===== src/rtl/mem_stage_lsu.sv =====
// Memory-stage load/store unit: one ready/ack bus transaction per load or store,
// with pipeline stall, alignment/funct3 fault detection and a bus timeout.
module mem_stage_lsu #(
   parameter int DATA_WIDTH = 32,
   parameter int TIMEOUT    = 16
) (
   input  logic                  clk,
   input  logic                  rst_n,
   input  logic                  MemWriteM,
   input  logic [1:0]            ResultSrcM,
   input  logic [2:0]            Funct3M,
   input  logic [DATA_WIDTH-1:0] ALUResultM,
   input  logic [DATA_WIDTH-1:0] WriteDataM,
   output logic                  StallM,
   output logic [DATA_WIDTH-1:0] ReadDataM,
   output logic                  AccessFaultM,
   output logic                  BusErrM,
   output logic                  mem_req,
   output logic                  mem_we,
   output logic [DATA_WIDTH-1:0] mem_addr,
   output logic [DATA_WIDTH-1:0] mem_wdata,
   output logic [3:0]            mem_wstrb,
   input  logic [DATA_WIDTH-1:0] mem_rdata,
   input  logic                  mem_ack
);

   localparam int CW = $clog2(TIMEOUT + 1);

   typedef enum logic [1:0] {
      S_IDLE = 2'd0,
      S_REQ  = 2'd1,
      S_DONE = 2'd2
   } state_t;

   state_t          r_state;
   logic [CW-1:0]   r_cnt;
   logic [2:0]      r_f3;
   logic [1:0]      r_off;

   logic                  w_access;
   logic                  w_misalign;
   logic                  w_bad_f3;
   logic                  w_fault;
   logic [3:0]            w_wstrb;
   logic [DATA_WIDTH-1:0] w_wdata;

   // Select the addressed lane and sign/zero-extend according to the access size.
   function automatic logic [DATA_WIDTH-1:0] f_extract(
      input logic [2:0]            f3,
      input logic [1:0]            off,
      input logic [DATA_WIDTH-1:0] rd
   );
      logic [DATA_WIDTH-1:0] sh;
      sh = rd >> {off, 3'b000};
      case (f3)
         3'b000:  f_extract = {{(DATA_WIDTH-8){sh[7]}}, sh[7:0]};
         3'b001:  f_extract = {{(DATA_WIDTH-16){sh[15]}}, sh[15:0]};
         3'b010:  f_extract = rd;
         3'b100:  f_extract = {{(DATA_WIDTH-8){1'b0}}, sh[7:0]};
         3'b101:  f_extract = {{(DATA_WIDTH-16){1'b0}}, sh[15:0]};
         default: f_extract = {DATA_WIDTH{1'b0}};
      endcase
   endfunction

   // Decode access kind, fault condition and store lane strobes/data.
   always_comb begin
      w_access   = MemWriteM | (ResultSrcM == 2'b01);
      w_misalign = 1'b0;
      w_bad_f3   = 1'b0;
      w_wstrb    = 4'b0000;
      w_wdata    = WriteDataM;
      case (Funct3M)
         3'b000: begin
            w_wstrb = 4'b0001 << ALUResultM[1:0];
            w_wdata = DATA_WIDTH'({4{WriteDataM[7:0]}});
         end
         3'b001: begin
            w_misalign = ALUResultM[0];
            w_wstrb    = 4'b0011 << ALUResultM[1:0];
            w_wdata    = DATA_WIDTH'({2{WriteDataM[15:0]}});
         end
         3'b010: begin
            w_misalign = |ALUResultM[1:0];
            w_wstrb    = 4'b1111;
         end
         3'b100: begin
            w_bad_f3 = MemWriteM;
         end
         3'b101: begin
            w_misalign = ALUResultM[0];
            w_bad_f3   = MemWriteM;
         end
         default: begin
            w_bad_f3 = 1'b1;
         end
      endcase
      w_fault = w_misalign | w_bad_f3;
   end

   // Stall is combinational in IDLE so the issuing instruction is held on its first cycle.
   assign StallM = rst_n & ((r_state == S_REQ) |
                            ((r_state == S_IDLE) & w_access & ~w_fault));

   // Transaction FSM with registered bus and result outputs.
   always_ff @(posedge clk or negedge rst_n) begin
      if (!rst_n) begin
         r_state      <= S_IDLE;
         r_cnt        <= {CW{1'b0}};
         r_f3         <= 3'b000;
         r_off        <= 2'b00;
         ReadDataM    <= {DATA_WIDTH{1'b0}};
         AccessFaultM <= 1'b0;
         BusErrM      <= 1'b0;
         mem_req      <= 1'b0;
         mem_we       <= 1'b0;
         mem_addr     <= {DATA_WIDTH{1'b0}};
         mem_wdata    <= {DATA_WIDTH{1'b0}};
         mem_wstrb    <= 4'b0000;
      end else begin
         AccessFaultM <= 1'b0;
         BusErrM      <= 1'b0;
         case (r_state)
            S_IDLE: begin
               if (w_access & w_fault) begin
                  AccessFaultM <= 1'b1;
                  ReadDataM    <= {DATA_WIDTH{1'b0}};
               end else if (w_access) begin
                  mem_req   <= 1'b1;
                  mem_we    <= MemWriteM;
                  mem_addr  <= {ALUResultM[DATA_WIDTH-1:2], 2'b00};
                  mem_wstrb <= MemWriteM ? w_wstrb : 4'b0000;
                  mem_wdata <= MemWriteM ? w_wdata : {DATA_WIDTH{1'b0}};
                  r_f3      <= Funct3M;
                  r_off     <= ALUResultM[1:0];
                  r_cnt     <= {CW{1'b0}};
                  r_state   <= S_REQ;
               end else begin
                  r_state <= S_IDLE;
               end
            end
            S_REQ: begin
               if (mem_ack) begin
                  if (!mem_we) begin
                     ReadDataM <= f_extract(r_f3, r_off, mem_rdata);
                  end else begin
                     ReadDataM <= ReadDataM;
                  end
                  mem_req   <= 1'b0;
                  mem_we    <= 1'b0;
                  mem_addr  <= {DATA_WIDTH{1'b0}};
                  mem_wdata <= {DATA_WIDTH{1'b0}};
                  mem_wstrb <= 4'b0000;
                  r_state   <= S_DONE;
               end else if (r_cnt == CW'(TIMEOUT - 1)) begin
                  ReadDataM <= {DATA_WIDTH{1'b0}};
                  BusErrM   <= 1'b1;
                  mem_req   <= 1'b0;
                  mem_we    <= 1'b0;
                  mem_addr  <= {DATA_WIDTH{1'b0}};
                  mem_wdata <= {DATA_WIDTH{1'b0}};
                  mem_wstrb <= 4'b0000;
                  r_state   <= S_DONE;
               end else begin
                  r_cnt <= r_cnt + CW'(1);
               end
            end
            S_DONE: begin
               r_state <= S_IDLE;
            end
            default: begin
               r_state <= S_IDLE;
            end
         endcase
      end
   end

endmodule


===== config.mk =====
export PLATFORM = sky130hd
export DESIGN_NAME = mem_stage_lsu
export DESIGN_NICKNAME = d
export VERILOG_FILES = /design/src/rtl/mem_stage_lsu.sv
export SDC_FILE = /design/constraint.sdc
export NUM_CORES = 1
export LEC_CHECK = 0
export ABC_AREA = 1
export CORE_AREA = 5 5 177 94
export CTS_BUF_LIST = sky130_fd_sc_hd__clkbuf_4 sky130_fd_sc_hd__clkbuf_8
export CTS_CLUSTER_DIAMETER = 50
export DETAILED_ROUTE_END_ITERATION = 10
export DIE_AREA = 0 0 182 99
export PLACE_DENSITY = 0.72
export SLEW_MARGIN = 20
export SYNTH_ARGS = -nofsm -noshare
export SYNTH_HDL_FRONTEND = slang
export SYNTH_SLANG_ARGS = --single-unit

===== constraint.sdc =====
create_clock -name clk -period 5.5 [get_ports clk]
set_input_delay 1.1 -clock clk [delete_from_list [all_inputs] [get_ports clk]]
set_output_delay 1.1 -clock clk [all_outputs]
set_load 0.02 [all_outputs]

After elaboration in Yosys (flattened, before gate mapping)
Cells that the tools add are included.
{ "op_classes": {"n_addsub": 1, "n_eq_ne": 18, "shift": 3, "mux": 47, "bitwise_logic": 9, "n_reduce_logical": 13} }
{ "ops": {"columns": ["op", "count"], "rows": [
  ["32-bit 2-to-1 mux", 10],
  ["32-bit case mux with 2 select lines", 4],
  ["32-bit case mux with 5 select lines", 1],
  ["32-bit by 5-bit >> shifter with 16-bit output", 1],
  ["4-bit 2-to-1 mux", 5],
  ["5-bit 2-to-1 mux", 4],
  ["3-bit equality test, second input constant", 4],
  ["1-bit 2-to-1 mux", 12],
  ["4-bit case mux with 3 select lines", 1],
  ["5-bit case mux with 2 select lines", 1],
  ["2-bit != test, second input constant", 4],
  ["1-bit case mux with 2 select lines", 4],
  ["4-bit case mux with 2 select lines", 1],
  ["4-bit AND reduction", 2],
  ["3-bit by 1-bit equality test with 1-bit output, second input constant", 2],
  ["3-bit by 2-bit equality test with 1-bit output, second input constant", 2],
  ["3-bit zero test", 2],
  ["2-bit 2-to-1 mux", 3],
  ["2-bit OR reduction", 3],
  ["5-bit by 1-bit adder with 5-bit output, second input constant", 1],
  ["5-bit by 4-bit equality test with 1-bit output, second input constant", 1],
  ["5-bit AND reduction", 1],
  ["1-bit bitwise AND", 4],
  ["2-bit by 1-bit equality test with 1-bit output, second input constant", 2],
  ["other kinds (13)", 16]
]} }
{ "word_totals": {"reg_bits": 116, "elab_cells": 103} }

Depth between registers and ports, before layout
Gate-level depths: netlist of run 1.
{ "logic_depth": {"depth_word": 8, "mapped_depth": 13} }

Worst setup path after synthesis of run 1
No wires, ideal clock.
{ "synth_path": {"path_kind": "input port to output port", "startpoint": "input ALUResultM[0]", "endpoint": "output StallM", "t_arrival_ns": 2.146, "required_time_ns": 4.400, "slack_ns": 2.254, "path_stages": 5, "cell_sequence": "nor2_1 > nand2_1 > a21oi_2 > nand2_1 > a21boi_0"} }
{ "synth_between": {"elab_chain_len": 7} }
{ "synth_lines": {"columns": ["element", "line", "text"], "rows": [
  ["start: declaration", "12", "input logic [DATA_WIDTH-1:0] ALUResultM,"],
  ["2-bit OR reduction", "83", "w_misalign = |ALUResultM[1:0];"],
  ["1-bit case mux with 2 select lines (*)", "72", "case (Funct3M)"],
  ["1-bit bitwise OR (*)", "97", "w_fault = w_misalign | w_bad_f3;"],
  ["1-bit inverter (*)", "102", "((r_state == S_IDLE) & w_access & ~w_fault));"],
  ["1-bit bitwise AND (*)", "102", null],
  ["1-bit bitwise OR (*)", "101", "assign StallM = rst_n & ((r_state == S_REQ) |"],
  ["1-bit bitwise AND (*)", "101", null],
  ["end: declaration", "14", "output logic StallM,"]
]} }
Every way passes the cells marked *; elsewhere a longest branch is shown, timed or not.

Worst setup path after layout of run 1
{ "layout_path": {"startpoint": "input MemWriteM", "endpoint": "output StallM"} }
{ "layout_between": {"elab_chain_len": 6, "word_cells_on_any_way": 8, "cone_classes": "1 x mux; 7 x bitwise"} }
{ "layout_lines": {"columns": ["element", "line", "text"], "rows": [
  ["start: declaration", "9", "input logic MemWriteM,"],
  ["1-bit case mux with 2 select lines", "72", null],
  ["1-bit bitwise OR", "97", null],
  ["1-bit inverter", "102", null],
  ["1-bit bitwise AND (*)", "102", null],
  ["1-bit bitwise OR (*)", "101", null],
  ["1-bit bitwise AND (*)", "101", null]
]} }
Marks and branches as above.

==> load_flow_metrics.sql, run 1 <==
INSERT INTO impl_metrics (metric_group, metric, value, unit) VALUES
('drt', 'drt_drc_violations_left', '0', ''),
('worst_hold_path', 'worstHoldPathType', 'reg2reg', ''),
('global_routing', 'grt_overflow', '0', ''),
('logic_synthesis', 'synth_area', '0.00581', 'sq mm'),
('clock_tree', 'cts.path.max_buffers', '2', ''),
('logic_synthesis', 'post-synth-top-count-cell', 'nand2_1', ''),
('drt', 'drtAntennaViolNets', '0', ''),
('global_routing', 'groute.layer.met1.usage', '30.8', '%'),
('global_routing', 'track_usage', '20.1', '%'),
('power', 'vdd_drop_max', '0.280', 'mV'),
('clock_tree', 'numClockSinks', '114', ''),
('clock_tree', 'ctsHoldBuffers', '0', ''),
('logic_synthesis', 'synth_ff_type', 'dfrtp_1', ''),
('timing', 'finalMaxSlewViolations', '0', ''),
('clock_tree', 'post_cts.resized_instances', '0', ''),
('global_routing', 'met2_track_utilization_from_global_routing', '25.7', '%'),
('run_status', 'result_of_the_run', 'finished clean', ''),
('global_routing', 'wire_length_of_the_first_global_routing_pass', '28900', 'microns'),
('die', 'initial_core_utilization', '38.9', '%'),
('timing', 'max_clock_freq', '231', 'MHz'),
('timing', 'report.final.hold_viol_count', '0', ''),
('die', 'floorplan.io_pins', '210', ''),
('global_routing', 'antenna_found_initial', '0', ''),
('power', 'power_density', '530', 'mW/mm^2'),
('placement', 'placed_area', '0.00792', 'sq mm'),
('drt', 'route.vias.total', '5696', ''),
('drt', 'vias_per_cell', '4.89', ''),
('drt', 'avgRoutedWirePerCell', '15.8', 'microns'),
('logic_synthesis', 'syn-instance-count', '760', ''),
('logic_synthesis', 'postSynth.asyncResetShare', '100', '%'),
('timing', 'worstMarginPinSlew', '1.02', 'ns'),
('run', 'max_cap_violations', '0', ''),
('logic_synthesis', 'netlist.area_leader.share', '49.1', '%'),
('global_routing', 'top_usage_layer', 'met1', ''),
('clock_tree', 'clock_tree.root_cell', 'clkbuf_8', ''),
('global_routing', 'grt_start_max_net_pins', '85', ''),
('placement', 'dpl.hpwl', '13500', 'microns'),
('drt', 'drtIter0Drc', '654', ''),
('logic_synthesis', 'synth_common_cells', '292 x nand2_1, 114 x dfrtp_1, 86 x nand3_1, 46 x inv_1, 41 x o21ai_1', ''),
('clock_tree', 'post-cts-setup-buffer-count', '0', ''),
('timing', 'final-setup-viol-count', '0', ''),
('critical_path', 'cp-start-kind', 'input port', ''),
('critical_path', 'critPathKind', 'in2out', ''),
('drt', 'number_of_detailed_route_iterations_in_the_first_pass', '5', ''),
('clock_tree', 'clk_pin_slew', '0.09', 'ns'),
('finish', 'area_growth_synth_to_finish', '43.4', '%'),
('timing', 'fin_worst_skew', '0.0201', 'ns'),
('logic_synthesis', 'synth-seq-cells', '114', ''),
('logic_synthesis', 'synth_enable_flop_cells', '0', ''),
('logic_synthesis', 'synth_top_cells_by_area', 'dfrtp_1 49%, nand2_1 19%, nand3_1 7.4%, o21ai_1 3.5%, inv_1 3.0%', ''),
('global_routing', 'grtUsageMet3', '8.63', '%'),
('timing', 'hold_slack', '0.472', 'ns'),
('logic_synthesis', 'number_of_unique_standard_cell_types_used_by_synthesis', '30', ''),
('finish', 'fin_area', '0.00834', 'sq mm'),
('finish', 'layoutNonFillerInstCount', '1164', ''),
('clock_tree', 'htree_num_levels', '4', ''),
('placement', 'place_inst', '1132', ''),
('die', 'core-area', '0.0149', 'sq mm'),
('critical_path', 'path_max_fanout', '12', ''),
('finish', 'design.final.nets', '1054', ''),
('timing', 'final_min_period_over_clock_period', '78.7', '%'),
('finish', 'drive_above_1_share', '7.29', '%'),
('die', 'dieArea', '0.0180', 'sq mm'),
('die', 'die_y', '99', 'microns'),
('clock_tree', 'tritoncts_clock_tree', 'yes', ''),
('timing', 'finalSetupTns', '0', 'ns'),
('placement', 'io_buffers', '207', ''),
('clock_tree', 'cts_buffers', '17', ''),
('logic_synthesis', 'synth.largest_area_cell', 'dfrtp_1', ''),
('drt', 'drt_wl_total', '18400', 'microns'),
('logic_synthesis', 'ys.warnings.count', '0', '');
layout by cell type, fill, tap and decap left out, types with 2 or more instances in the layout:
| master | synthesis | routed |
|---|---|---|
| o21ai_0 | 33 | 33 |
| a21boi_0 | 9 | 9 |
| o22ai_1 | 7 | 7 |
| o211ai_1 | 7 | 7 |
| o21ai_2 | 5 | 5 |
| o21ai_1 | 41 | 41 |
| nor3_1 | 2 | 2 |
| inv_1 | 46 | 46 |
| clkdlybuf4s50_1 | 0 | 206 |
| nand4_1 | 5 | 5 |
| a21oi_1 | 16 | 16 |
| conb_1 | 1 | 2 |
| bufinv_16 | 0 | 3 |
| clkbuf_8 | 0 | 17 |
| buf_4 | 6 | 4 |
| clkinvlp_4 | 0 | 5 |
| nand2_2 | 2 | 2 |
| a31oi_1 | 2 | 2 |
| nand2_1 | 292 | 292 |
| ha_1 | 2 | 2 |
| nand3_1 | 86 | 86 |
| nor2_1 | 20 | 20 |
| nor2_2 | 3 | 3 |
| clkinv_4 | 0 | 3 |
| inv_6 | 0 | 3 |
| or2_2 | 14 | 14 |
| dfrtp_1 | 114 | 114 |
| inv_2 | 5 | 5 |
power breakdown:
part           internal (mW)  leakage (nW)  total, mW  switching, mW
clock                  0.459         0.196      0.837          0.378
combinational          0.889          2.22       2.18           1.29
sequential              1.16          1.53       1.41          0.246
total                   2.51          3.95       4.42           1.91
state kept, by name (all words and copies together) (netlist names):
register,flops
ReadDataM,32
mem_wdata,32
mem_addr,30
r_cnt,5
mem_wstrb,4
r_f3,3
r_off,2
r_state,2
AccessFaultM,1
BusErrM,1
mem_req,1
mem_we,1
cells by family (layout without fill, tap and decap cells):
logic type	Yosys count	after routing	share of synthesized area (%)
simple gates	428	428	31.0
fa+ha+maj	2	2	0.431
flops	114	114	49.1
compound gates	121	121	11.7
other cells	1	2	0.0645
buf+inv	94	293	7.69
metal layers:
metal	vias up	part of all wire, %
met5	-	0
met3	19	12
met4	0	1.1
li1	2828	-
met2	243	38
met1	2606	48
worst max-delay path, stage by stage:
cell,delay (ns)
clkdlybuf4s50_1,0.57
nand3_1,0.16
nand2_1,0.09
a21oi_2,0.14
nand2_1,0.23
a21boi_0,0.27
clkdlybuf4s50_1,0.68
area by class of cell:
cell class	instances	area (sq um)
multi-input cells	553	2520
repair buffers	210	2090
well taps	204	255
clock inverters	14	180
clock buffers	18	241
fillers	1405	6600
flip-flops and latches	114	2850
inverters	51	191
path summary, 6_finish.rpt:
check	start	endpoint	slack, ns	cells past startpoint
worst max-delay path	MemWriteM	StallM	1.17	7
worst min-delay path	mem_addr[21]	mem_addr[21]	0.47	2
worst max register to register	r_off[0]	ReadDataM[12]	2.52	7
worst min register to register	mem_addr[21]	mem_addr[21]	0.47	2
max in group asynchronous	rst_n	mem_addr[8]	3.48	2
min in group asynchronous	rst_n	ReadDataM[27]	0.67	1
stage by stage:
step / total power [mW] / setup slack [ns]
2_1_floorplan: 2.71 / 2.25
3_3_place_gp: 3.58 / 1.20
5_1_grt: 4.73 / 1.07
3_5_place_dp: 3.61 / 1.20
6_report: 4.42 / 1.17
4_1_cts: 4.46 / 1.16
(Power assumes the default switching activity.)
==> run 2: changes to the inputs <==
clock period = 4.5 ns   (was 5.5 ns; I/O delays follow)
==> run 2 against run 1 <==
- sequential share of layout area is 0.088 points higher
- via count is 0.30% higher
- flip-flop and latch count stayed put
- register-to-register slack worse by 0.64 ns
- cell count is 0.34% higher
- sequential power is 20% higher
==> load_flow_metrics.sql, run 2 (synthesized netlist as in run 1, its figures left out) <==
INSERT INTO impl_metrics (metric_group, metric, value, unit) VALUES
('power', 'intPower', '2.96', 'mW'),
('clock_tree', 'cts.path.max_buffers', '2', ''),
('critical_path', 'worstPathArrival', '2.82', 'ns'),
('die', 'initial_core_utilization', '38.9', '%'),
('die', 'floorplan.rows', '32', ''),
('global_routing', 'groute.layer.met1.usage', '31.0', '%'),
('placement', 'place_inst', '1136', ''),
('finish', 'area_growth_synth_to_finish', '43.1', '%'),
('power', 'sw_frac_of_total', '44.2', '%'),
('critical_path', 'cp-start-kind', 'input port', ''),
('worst_hold_path', 'worst_hold_path_depth', '2', ''),
('finish', 'finalCoreUtilization', '55.7', '%'),
('drt', 'number_of_detailed_route_iterations_in_the_first_pass', '6', ''),
('timing', 'max_slew_margin', '36.6', '%'),
('placement', 'dpl_worst_slack', '0.782', 'ns'),
('timing', 'finalSetupTns', '0', 'ns'),
('die', 'fp.dieW', '182', 'microns'),
('timing', 'min_period', '3.72', 'ns'),
('placement', 'placed_area', '0.00795', 'sq mm'),
('global_routing', 'wire_length_of_the_first_global_routing_pass', '29100', 'microns'),
('finish', 'seq_area', '0.00285', 'sq mm'),
('clock_tree', 'clock_tree.root_cell', 'clkbuf_8', ''),
('clock_tree', 'clk_pin_slew', '0.07', 'ns'),
('drt', 'avgRoutedWirePerCell', '16.1', 'microns'),
('worst_hold_path', 'worstHoldPathType', 'reg2reg', ''),
('global_routing', 'grt_pass1_vias', '5317', ''),
('drt', 'drt_wl_total', '18800', 'microns'),
('power', 'power.leakage', '3.95', 'nW'),
('timing', 'fin_worst_skew', '0.0149', 'ns'),
('global_routing', 'grt_start_max_net_pins', '69', ''),
('die', 'die_y', '99', 'microns'),
('finish', 'num_antenna_cells', '0', ''),
('timing', 'final_min_period_over_clock_period', '82.6', '%'),
('clock_tree', 'post-cts-setup-buffer-count', '0', ''),
('placement', 'finalWeightedCongestion', '0.895', ''),
('timing', 'rsz0062_at_grt', 'false', ''),
('timing', 'finalMaxSlewViolations', '0', ''),
('die', 'core-area', '0.0149', 'sq mm'),
('drt', 'vias_per_cell', '4.89', ''),
('timing', 'timing.final.ws_setup', '0.784', 'ns'),
('die', 'floorplan.io_pins', '210', ''),
('clock_tree', 'clock_latency', '0.42', 'ns'),
('drt', 'drtIter0Drc', '506', ''),
('finish', 'layout_commonest_cell', 'nand2_1', ''),
('power', 'vdd_drop_max', '0.269', 'mV'),
('worst_hold_path', 'hold_path_startpoint', 'mem_addr[8]', ''),
('drt', 'drt_drc_violations_left', '0', ''),
('critical_path', 'timing.critical_path.required', '3.60', 'ns'),
('placement', 'dpl.hpwl', '14000', 'microns'),
('critical_path', 'critPathCaptureType', 'output pin', ''),
('clock_tree', 'numClockSinks', '114', ''),
('placement', 'io_buffers', '207', ''),
('timing', 'final-setup-viol-count', '0', ''),
('finish', 'multi_input_comb_area', '0.00252', 'sq mm'),
('drt', 'drtAntennaViolNets', '0', ''),
('critical_path', 'critPathKind', 'in2out', ''),
('power', 'power', '5.30', 'mW'),
('timing', 'max_clock_freq', '269', 'MHz'),
('critical_path', 'critical_path.reg2reg.startpoint', 'r_cnt[0]', ''),
('global_routing', 'top_usage_layer', 'met1', ''),
('power', 'switching_power', '2.34', 'mW'),
('global_routing', 'grt_overflow', '0', ''),
('clock_tree', 'ctsHoldBuffers', '0', ''),
('timing', 'hold_slack', '0.473', 'ns'),
('finish', 'reg.largest.list', 'ReadDataM (32), mem_wdata (32), mem_addr (30)', ''),
('clock_tree', 'htree_num_levels', '4', ''),
('drt', 'route.vias.total', '5713', ''),
('die', 'dieArea', '0.0180', 'sq mm'),
('finish', 'design.final.nets', '1058', ''),
('critical_path', 'max_stage_delay', '0.66', 'ns'),
('critical_path', 'setup.worst_path.start', 'ALUResultM[0]', ''),
('critical_path', 'cpMaxStageDelayCell', 'clkdlybuf4s50_1', ''),
('global_routing', 'antenna_found_initial', '0', ''),
('run_status', 'result_of_the_run', 'finished clean', ''),
('finish', 'drive_above_1_share', '7.68', '%'),
('global_routing', 'met2_track_utilization_from_global_routing', '26.8', '%'),
('global_routing', 'grtUsageMet3', '7.96', '%'),
('finish', 'fin_area', '0.00832', 'sq mm'),
('clock_tree', 'tritoncts_clock_tree', 'yes', ''),
('critical_path', 'path_max_fanout', '4', ''),
('clock_tree', 'cts_buffers', '17', ''),
('clock_tree', 'post_cts.resized_instances', '0', ''),
('critical_path', 'worst_r2r_path_depth', '10', ''),
('timing', 'worstMarginPinSlew', '0.950', 'ns'),
('finish', 'layoutNonFillerInstCount', '1168', ''),
('power', 'proportion_of_power_drawn_by_combinational_gates', '51.2', '%'),
('finish', 'final_cell_mix', '292 x nand2_1, 206 x clkdlybuf4s50_1, 114 x dfrtp_1, 86 x nand3_1, 46 x inv_1', ''),
('critical_path', 'critical_path.cell_chain', 'clkdlybuf4s50_1 -> nor2_1 -> nand2_1 -> a21oi_2 -> nand2_1 -> a21boi_0 -> clkdlybuf4s50_1', ''),
('global_routing', 'track_usage', '20.4', '%'),
('finish', 'nFillCells', '1388', ''),
('power', 'pwr-share-clk', '16.9', '%'),
('power', 'power.share.sequential', '31.9', '%'),
('timing', 'report.final.hold_viol_count', '0', ''),
('power', 'power_density', '637', 'mW/mm^2'),
('run', 'max_cap_violations', '0', '');
run 2: cell types whose count changed in the layout (fill, tap and decap cells not counted), sizes merged:
cell / change
clkinv: +4
clkbuf: -1
bufinv: -2
clkinvlp: -1
buf: +4
run 2: critical path: cells and delay by family:
kind	cells	cell delay [ns]
AND/OR/NAND/NOR	3	0.45
buffers and inverters	2	1.13
AO/OA/AOI/OAI	2	0.34
run 2: cell type report:
type | count | area share [%]
Sequential cell | 114 | 34.3
Multi-Input combinational cell | 553 | 30.3
Timing Repair Buffer | 214 | 25.5
Tap cell | 204 | 3.07
Clock buffer | 17 | 2.81
Inverter | 51 | 2.30
Clock inverter | 15 | 1.64
run 2: path summary, 6_finish.rpt:
kind                                  to  slack, ns
max reg2reg                 mem_wstrb[0]       1.88
min in group asynchronous  ReadDataM[10]       0.62
max                               StallM       0.78
min                          mem_addr[8]       0.47
min reg2reg                  mem_addr[8]       0.47
max in group asynchronous   mem_addr[31]       2.56
run 2: power by group through the flow:
stage          Clock [mW]  Combinational, mW  Sequential [mW]
3_3_place_gp            0               2.70             1.69
5_1_grt             0.974               2.97             1.75
6_report            0.895               2.72             1.69
3_5_place_dp            0               2.73             1.70
4_1_cts             0.921               2.73             1.69
2_1_floorplan           0               1.22             2.09
run 2: routing by layer:
metal | vias to the layer above | part of all wire [%] | wire, microns
li1 | 2845 | - | -
met1 | 2641 | 50 | 9330
met2 | 209 | 39 | 7290
met3 | 18 | 10 | 1950
met4 | 0 | 1.0 | 193
met5 | - | 0 | 0
